File: src/rtl/coef_pack48.sv
// coef_pack48: splits each 48-bit group of four 12-bit coefficients into six
// little-endian bytes (ByteEncode12 order), flagging the last byte of every polynomial.
// Optional range check on accepted words: define COEF_PACK48_RANGE_CHK_EN.
module coef_pack48 #(
    parameter int IWID  = 12,
    parameter int NWORD = 64,
    parameter int QMOD  = 3329
) (
    input  logic              clk,
    input  logic              rst,
    input  logic [4*IWID-1:0] din,
    input  logic              din_vld,
    output logic              din_rdy,
    output logic [7:0]        dout,
    output logic              dout_vld,
    input  logic              dout_rdy,
    output logic              dout_last,
    output logic              err
);

    localparam int WW  = 4 * IWID;
    localparam int WCW = (NWORD > 1) ? $clog2(NWORD) : 1;
    localparam logic [WCW-1:0] WLAST = WCW'(NWORD - 1);

    logic [WW-1:0]  act_q, act_n;
    logic [WW-1:0]  hold_q, hold_n;
    logic           act_full_q, act_full_n;
    logic           hold_full_q, hold_full_n;
    logic [2:0]     bcnt_q, bcnt_n;
    logic [WCW-1:0] wcnt_q, wcnt_n;
    logic           last_q, last_n;

    logic acc;
    logic xfer;
    logic retire;

    assign acc    = din_vld && !hold_full_q;
    assign xfer   = act_full_q && dout_rdy;
    assign retire = xfer && (bcnt_q == 3'd5);

    always_comb begin
        act_n       = act_q;
        hold_n      = hold_q;
        act_full_n  = act_full_q;
        hold_full_n = hold_full_q;
        bcnt_n      = bcnt_q;
        wcnt_n      = wcnt_q;

        // Active word is kept as a shift register so dout is always its low byte.
        if (xfer && !retire) begin
            bcnt_n = bcnt_q + 3'd1;
            act_n  = act_q >> 8;
        end else if (retire) begin
            wcnt_n = (wcnt_q == WLAST) ? '0 : wcnt_q + 1'b1;
            bcnt_n = 3'd0;
            if (hold_full_q) begin
                act_n       = hold_q;
                hold_full_n = 1'b0;
            end else if (acc) begin
                act_n = din;
            end else begin
                act_full_n = 1'b0;
            end
        end

        if (acc && !retire) begin
            if (!act_full_q) begin
                act_n      = din;
                act_full_n = 1'b1;
                bcnt_n     = 3'd0;
            end else begin
                hold_n      = din;
                hold_full_n = 1'b1;
            end
        end

        last_n = act_full_n && (bcnt_n == 3'd5) && (wcnt_n == WLAST);
    end

    always_ff @(posedge clk or negedge rst) begin
        if (!rst) begin
            act_q       <= '0;
            hold_q      <= '0;
            act_full_q  <= 1'b0;
            hold_full_q <= 1'b0;
            bcnt_q      <= 3'd0;
            wcnt_q      <= '0;
            last_q      <= 1'b0;
        end else begin
            act_q       <= act_n;
            hold_q      <= hold_n;
            act_full_q  <= act_full_n;
            hold_full_q <= hold_full_n;
            bcnt_q      <= bcnt_n;
            wcnt_q      <= wcnt_n;
            last_q      <= last_n;
        end
    end

    assign din_rdy   = !hold_full_q;
    assign dout      = act_q[7:0];
    assign dout_vld  = act_full_q;
    assign dout_last = last_q;

`ifdef COEF_PACK48_RANGE_CHK_EN
    logic err_q;
    logic oor;

    always_comb begin
        oor = 1'b0;
        for (int i = 0; i < 4; i++) begin
            if (int'(din[i*IWID +: IWID]) >= QMOD) oor = 1'b1;
        end
    end

    always_ff @(posedge clk or negedge rst) begin
        if (!rst) begin
            err_q <= 1'b0;
        end else if (acc && oor) begin
            err_q <= 1'b1;
        end
    end

    assign err = err_q;
`else
    assign err = 1'b0;
`endif

endmodule

File: config.mk
export PLATFORM = sky130hd
export DESIGN_NAME = coef_pack48
export DESIGN_NICKNAME = d
export VERILOG_FILES = /design/src/rtl/coef_pack48.sv
export SDC_FILE = /design/constraint.sdc
export NUM_CORES = 1
export LEC_CHECK = 0
export CAP_MARGIN = 30
export CORE_AREA = 3 3 142 110
export CTS_BUF_LIST = sky130_fd_sc_hd__clkbuf_8 sky130_fd_sc_hd__clkbuf_16
export DETAILED_ROUTE_END_ITERATION = 6
export DIE_AREA = 0 0 145 113
export PLACE_DENSITY = 0.5
export SLEW_MARGIN = 40
export SYNTH_ARGS = -nofsm -noshare
export SYNTH_HDL_FRONTEND = slang
export SYNTH_SLANG_ARGS = --single-unit
File: constraint.sdc
create_clock -name clk -period 2.3 [get_ports clk]
set_input_delay 0.46 -clock clk [delete_from_list [all_inputs] [get_ports clk]]
set_output_delay 0.46 -clock clk [all_outputs]
set_load 0.005 [all_outputs]
==> out/qor.yml, run 1 <==
status: "finished with violations"
violations: "DRC, hold timing"
fp.dieH_um: 113
ys_seq_area_share_pct: 54.2
clock-sinks: 108
ys.flop_type: "dfrtp_1"
grt.total_usage_pct: 15.7
netlist_area_mm2: 0.00499
ant_nets: 0
port_buffers: 62
synthArstFlopShare_pct: 100
die_w_um: 145
power_density_mw_per_mm2: 1130
hold_viol_final: 4
cts_buffers: 9
filler_cell_count: 1334
cp_max_fo: 10
cts_setup_buffers: 0
worst_setup_path_end_kind: "output port"
critPathLaunchType: "flop"
vias: 3792
ys_seq_elements: 108
rsz0062_at_grt: "no"
dp_cells: 684
post-route-period-util_pct: 93.1
htreeDepth: 3
vias_per_cell: 5.42
gp_congestion: 0.783
grt_pass1_wl_mm: 20.5
drt_first_iter_violations: 442
fin_util_pct: 43.6
drive_above_1_share_pct: 20.8
postSynthCellCount: 432
grt_pass1_vias: 3669
grt_max_degree: 42
postCtsHoldBufs: 0
syn_to_final_growth_pct: 25.2
critical_path_required_ps: 1840
clkTransAtPathRegs_ps: 70
grt-ovfl-total: 0
rows: 38
diodes: 0
core-area_mm2: 0.0143
worst_slew_pin_slew_ps: 568
cts_resized: 0
wl_mm: 12.8
crit_arrival_ps: 1680
syn_area_per_cell_um2: 11.5
clk_path_buf_depth: 2
synth_fp_nets: 487
p_leak_nw: 2.82
place_area_mm2: 0.00592
cts_tree: "built"
wl_per_cell_um: 18.3
place_hpwl_mm: 8.71
nNetsFinal: 550
drt_first_pass_iters: 7
hold_slack_ps: -3.66
relSlewSlack_pct: 62.1
fin_ws_ps: 159
start_util_pct: 34.8
dieArea_mm2: 0.0164
grt_antenna_before_repair: 0
drc: 1
cap_violations: 0
worstSetupPathType: "flop to output port"
finalCriticalPeriod_ps: 2140
fmax_mhz: 467
final_area_mm2: 0.00624
ys.warnings.count: 0
ir_drop_mv: 0.477
dp_slack_ps: -130
maxSlewViolCount: 0
fin_cells: 700
cts-root-buf: "clkbuf_16"
setup_viol: 0
worst_skew_pair.late_latency_ps: 340
synth.distinct_cells: 44
hold_path_class: "primary input to asynchronous set/reset pin"
clock_skew_ps: 8.03
synth_edf_count: 0
pin_count: 64
layer usage:
layer,GRT usage [%],routed length (um)
met2,23.2,5500
met5,0,0
met4,3.04,80
met1,23.6,6450
met3,3.84,786
final cells by class:
class / count / area [um^2] / share of cell area [%]
Inverter: 10 / 37.5 / 0.601
Timing Repair Buffer: 93 / 938 / 15.0
Multi-Input combinational cell: 273 / 1990 / 31.9
Tap cell: 200 / 250 / 4.01
Clock inverter: 7 / 98.8 / 1.58
Clock buffer: 9 / 225 / 3.61
Sequential cell: 108 / 2700 / 43.3
logic make-up after synthesis:
family | share of synthesized area [%]
xor gates and xnor gates | 0.351
other | 0.0752
buffers and inverters | 6.02
AOI/OAI and AO/OA | 15.9
DFF | 54.2
and+or+nand+nor | 11.4
muxes | 11.3
adders and majority gates | 0.753
critical path: stages (launching register included):
cell and delay (ps):
dfrtp_1 520, inv_1 260, clkdlybuf4s50_1 550
layout by cell type, fill, tap and decap left out, drive strengths merged, types with 2 or more instances in the layout:
master,synthesis,routed
a21oi,10,10
a222oi,41,41
a22o,7,7
a22oi,7,7
and2,5,5
and3,3,3
and4,2,2
buf,33,32
bufinv,0,2
clkbuf,8,9
clkdlybuf4s50,0,61
clkinvlp,0,2
dfrtp,108,108
ha,3,3
inv,10,13
mux2,49,49
nand2,75,75
nand4,4,4
nor2,19,19
nor3,2,2
nor3b,3,3
o21ai,12,12
o221ai,7,7
or3,7,7
xnor2,2,2
per-stage QoR:
step	power [mW]	setup TNS [ps]
6_report	7.05	0
4_1_cts	7.13	0
2_1_floorplan	4.61	0
3_5_place_dp	5.42	-216
3_3_place_gp	5.35	-182
5_1_grt	7.49	0
report_power, final:
group | internal (mW) | switching (mW)
registers | 2.66 | 0.520
logic | 1.22 | 0.967
clock network | 0.963 | 0.719
total | 4.85 | 2.21
worst paths after layout:
check,startpoint,end,slack (ps),depth (start not counted)
worst max-delay path,hold_full_q,din_rdy,160,2
worst min-delay path,rst,hold_q[26],-4,1
worst max register to register,hold_full_q,act_q[12],260,6
worst min register to register,act_q[19],act_q[19],480,2
max in group asynchronous,rst,act_q[31],1660,2
min in group clk,act_q[19],act_q[19],480,2
state kept, by name (all words and copies together) (netlist names):
register	flops
act_q	48
bcnt_q	3
hold_full_q	1
dout_vld	1
hold_q	48
wcnt_q	6
dout_last	1
synth_stat cells (2+ instances only):
library cell  instances  area, um^2
a22o_1                7        61.3
clkbuf_1              7        26.3
ha_1                  3        37.5
o21ai_0              12        60.1
xnor2_1               2        17.5
inv_1                10        37.5
o221ai_1              7        61.3
nand4_1               4        25.0
buf_4                12        90.1
a222oi_1             41         410
dfrtp_1             108        2700
a21oi_1               9        45.0
or3_1                 7        43.8
nand2_1              75         282
nor3b_1               2        15.0
and4_1                2        17.5
and3_1                3        18.8
a22oi_1               7        52.6
and2_1                5        31.3
buf_6                 6        67.6
buf_2                14        70.1
mux2_2               49         552
nor2_1               19        71.3
Note: power is estimated with default switching activity, not from simulation.
==> run 2, diff against run 1 <==
HOLD_SLACK_MARGIN = 0.12   (was not set)
==> run 2 against run 1 <==
  * The run now ends clean
  * Critical path depth unchanged
  * Final area grew 0.16%
  * Global-route usage unchanged
  * Sequential power hardly changed
  * Wire length about the same
  * First-iteration DRC count decreased by 12%
  * Largest power group unchanged
  * Clock power is essentially flat
  * Final cell count is 0.14% higher
  * Clock skew barely moved
  * Via count rose by 0.13%
  * Highest routed layer unchanged
  * Sequential share of layout area decreased by 0.069 points
  * Utilization increased by 0.070 points
==> out/qor.yml, run 2 (same netlist as run 1, synthesis figures left out) <==
reg.largest.list: "act_q: 48 flops, hold_q: 48 flops, wcnt_q: 6 flops"
grt_pass1_vias: 3671  # +0.055%
power_mw: 7.06  # about the same
critPathLaunchType: "flop"
drc: 0  # -1
grt.total_usage_pct: 15.7  # unchanged
vias_per_cell: 5.42  # about the same
fp.dieH_um: 113  # unchanged
clock_skew_ps: 8.12  # +0.0903 ps
worst_setup_path_end_kind: "output port"
clkTransAtPathRegs_ps: 70  # about the same
crit_arrival_ps: 1680  # about the same
port_buffers: 62  # unchanged
clk_path_buf_depth: 2  # unchanged
ant_nets: 0  # unchanged
worstSetupPathType: "flop to output port"
core-area_mm2: 0.0143  # unchanged
rsz0062_at_grt: "no"
drt_first_iter_violations: 391  # -12%
cts_setup_buffers: 0  # unchanged
grt_max_degree: 42  # unchanged
wl_mm: 12.8  # about the same
setup_viol: 0  # unchanged
maxSlewViolCount: 0  # unchanged
grt_antenna_before_repair: 0  # unchanged
relSlewSlack_pct: 65.0  # +2.8 points
postCtsHoldBufs: 1  # +1
ir_drop_mv: 0.478  # about the same
cts-root-buf: "clkbuf_16"
worst_skew_pair.late_latency_ps: 340  # about the same
status: "completed"
place_hpwl_mm: 8.71  # unchanged
worst_slew_pin_slew_ps: 526  # -42.6 ps
htreeDepth: 3  # unchanged
syn_to_final_growth_pct: 25.4
cp_max_fo: 10  # unchanged
cts_resized: 0  # unchanged
grt_pass1_wl_mm: 20.5  # +0.10%
timing.setup.tns_ps: 0  # unchanged
mostFrequentLayoutCell: "dfrtp_1"
rows: 38  # unchanged
hold_viol_final: 0  # -4
post-route-period-util_pct: 93.2  # about the same
die_w_um: 145  # unchanged
dieArea_mm2: 0.0164  # unchanged
gp_congestion: 0.783  # unchanged
final_cell_mix: "108 x dfrtp_1, 75 x nand2_1, 61 x clkdlybuf4s50_1, 49 x mux2_2, 41 x a222oi_1"
hold_path_class: "flop to flop"
critical_path_required_ps: 1840  # about the same
cts_buffers: 9  # unchanged
clock-sinks: 108  # unchanged
grt-ovfl-total: 0  # unchanged
nNetsFinal: 551  # +0.18%
power_density_mw_per_mm2: 1130  # about the same
p_leak_nw: 2.82  # +0.15%
finalCriticalPeriod_ps: 2140  # +1.56 ps
vias: 3797  # +0.13%
start_util_pct: 34.8  # unchanged
final_area_mm2: 0.00625  # +0.16%
cap_violations: 0  # unchanged
drt_first_pass_iters: 6  # -1
wl_per_cell_um: 18.3  # -0.10%
place_area_mm2: 0.00592  # unchanged
diodes: 0  # unchanged
pin_count: 64  # unchanged
fmax_mhz: 467  # about the same
drive_above_1_share_pct: 20.8  # -0.042 points
cts_tree: "built"
## run 2: routing by layer
metal / share of wire, % / global-route usage [%]
met2: 43 / 22.9
met1: 50 / 23.8
met5: 0 / 0
met4: 0.62 / 3.10
met3: 5.9 / 3.84
## run 2: final cells by class
cell class	count	area [um^2]
fillers	1335	8060
flip-flops and latches	108	2700
multi-input cells	273	1990
repair buffers	94	948
well taps	200	250
clock buffers	9	225
clock inverters	7	98.8
inverters	10	37.5
## run 2: final timing paths
kind / start / end / slack (ps) / depth (start not counted)
setup / recovery: hold_full_q / din_rdy / 160 / 2
max in group asynchronous: rst / act_q[31] / 1130 / 3
setup reg to reg: hold_full_q / act_q[12] / 290 / 6
hold / removal: act_q[19] / act_q[19] / 480 / 2
hold reg to reg: act_q[19] / act_q[19] / 480 / 2
min in group asynchronous: rst / hold_q[26] / 540 / 2
## run 2: critical path, cell delays in order (launching register included)
cell             delay (ps)
dfrtp_1                 530
inv_1                   270
clkdlybuf4s50_1         550
## run 2: where the power goes
part	switching [mW]	total, mW	internal, mW	leakage [nW]
Clock	0.719	1.68	0.963	0.155
Combinational	0.968	2.19	1.23	1.29
Sequential	0.522	3.18	2.66	1.38
## run 2: stage by stage
stage | cells | hold WS (ps) | worst slack (ps) | util [%]
after floorplan | 432 | 164 | 475 | -
after global placement | 684 | 373 | -128 | 41.3
after detailed placement | 684 | 376 | -130 | 41.3
after CTS | 701 | 481 | 148 | 43.7
after global routing | 701 | 498 | 73.5 | 43.7
final | 701 | 479 | 157 | 43.7
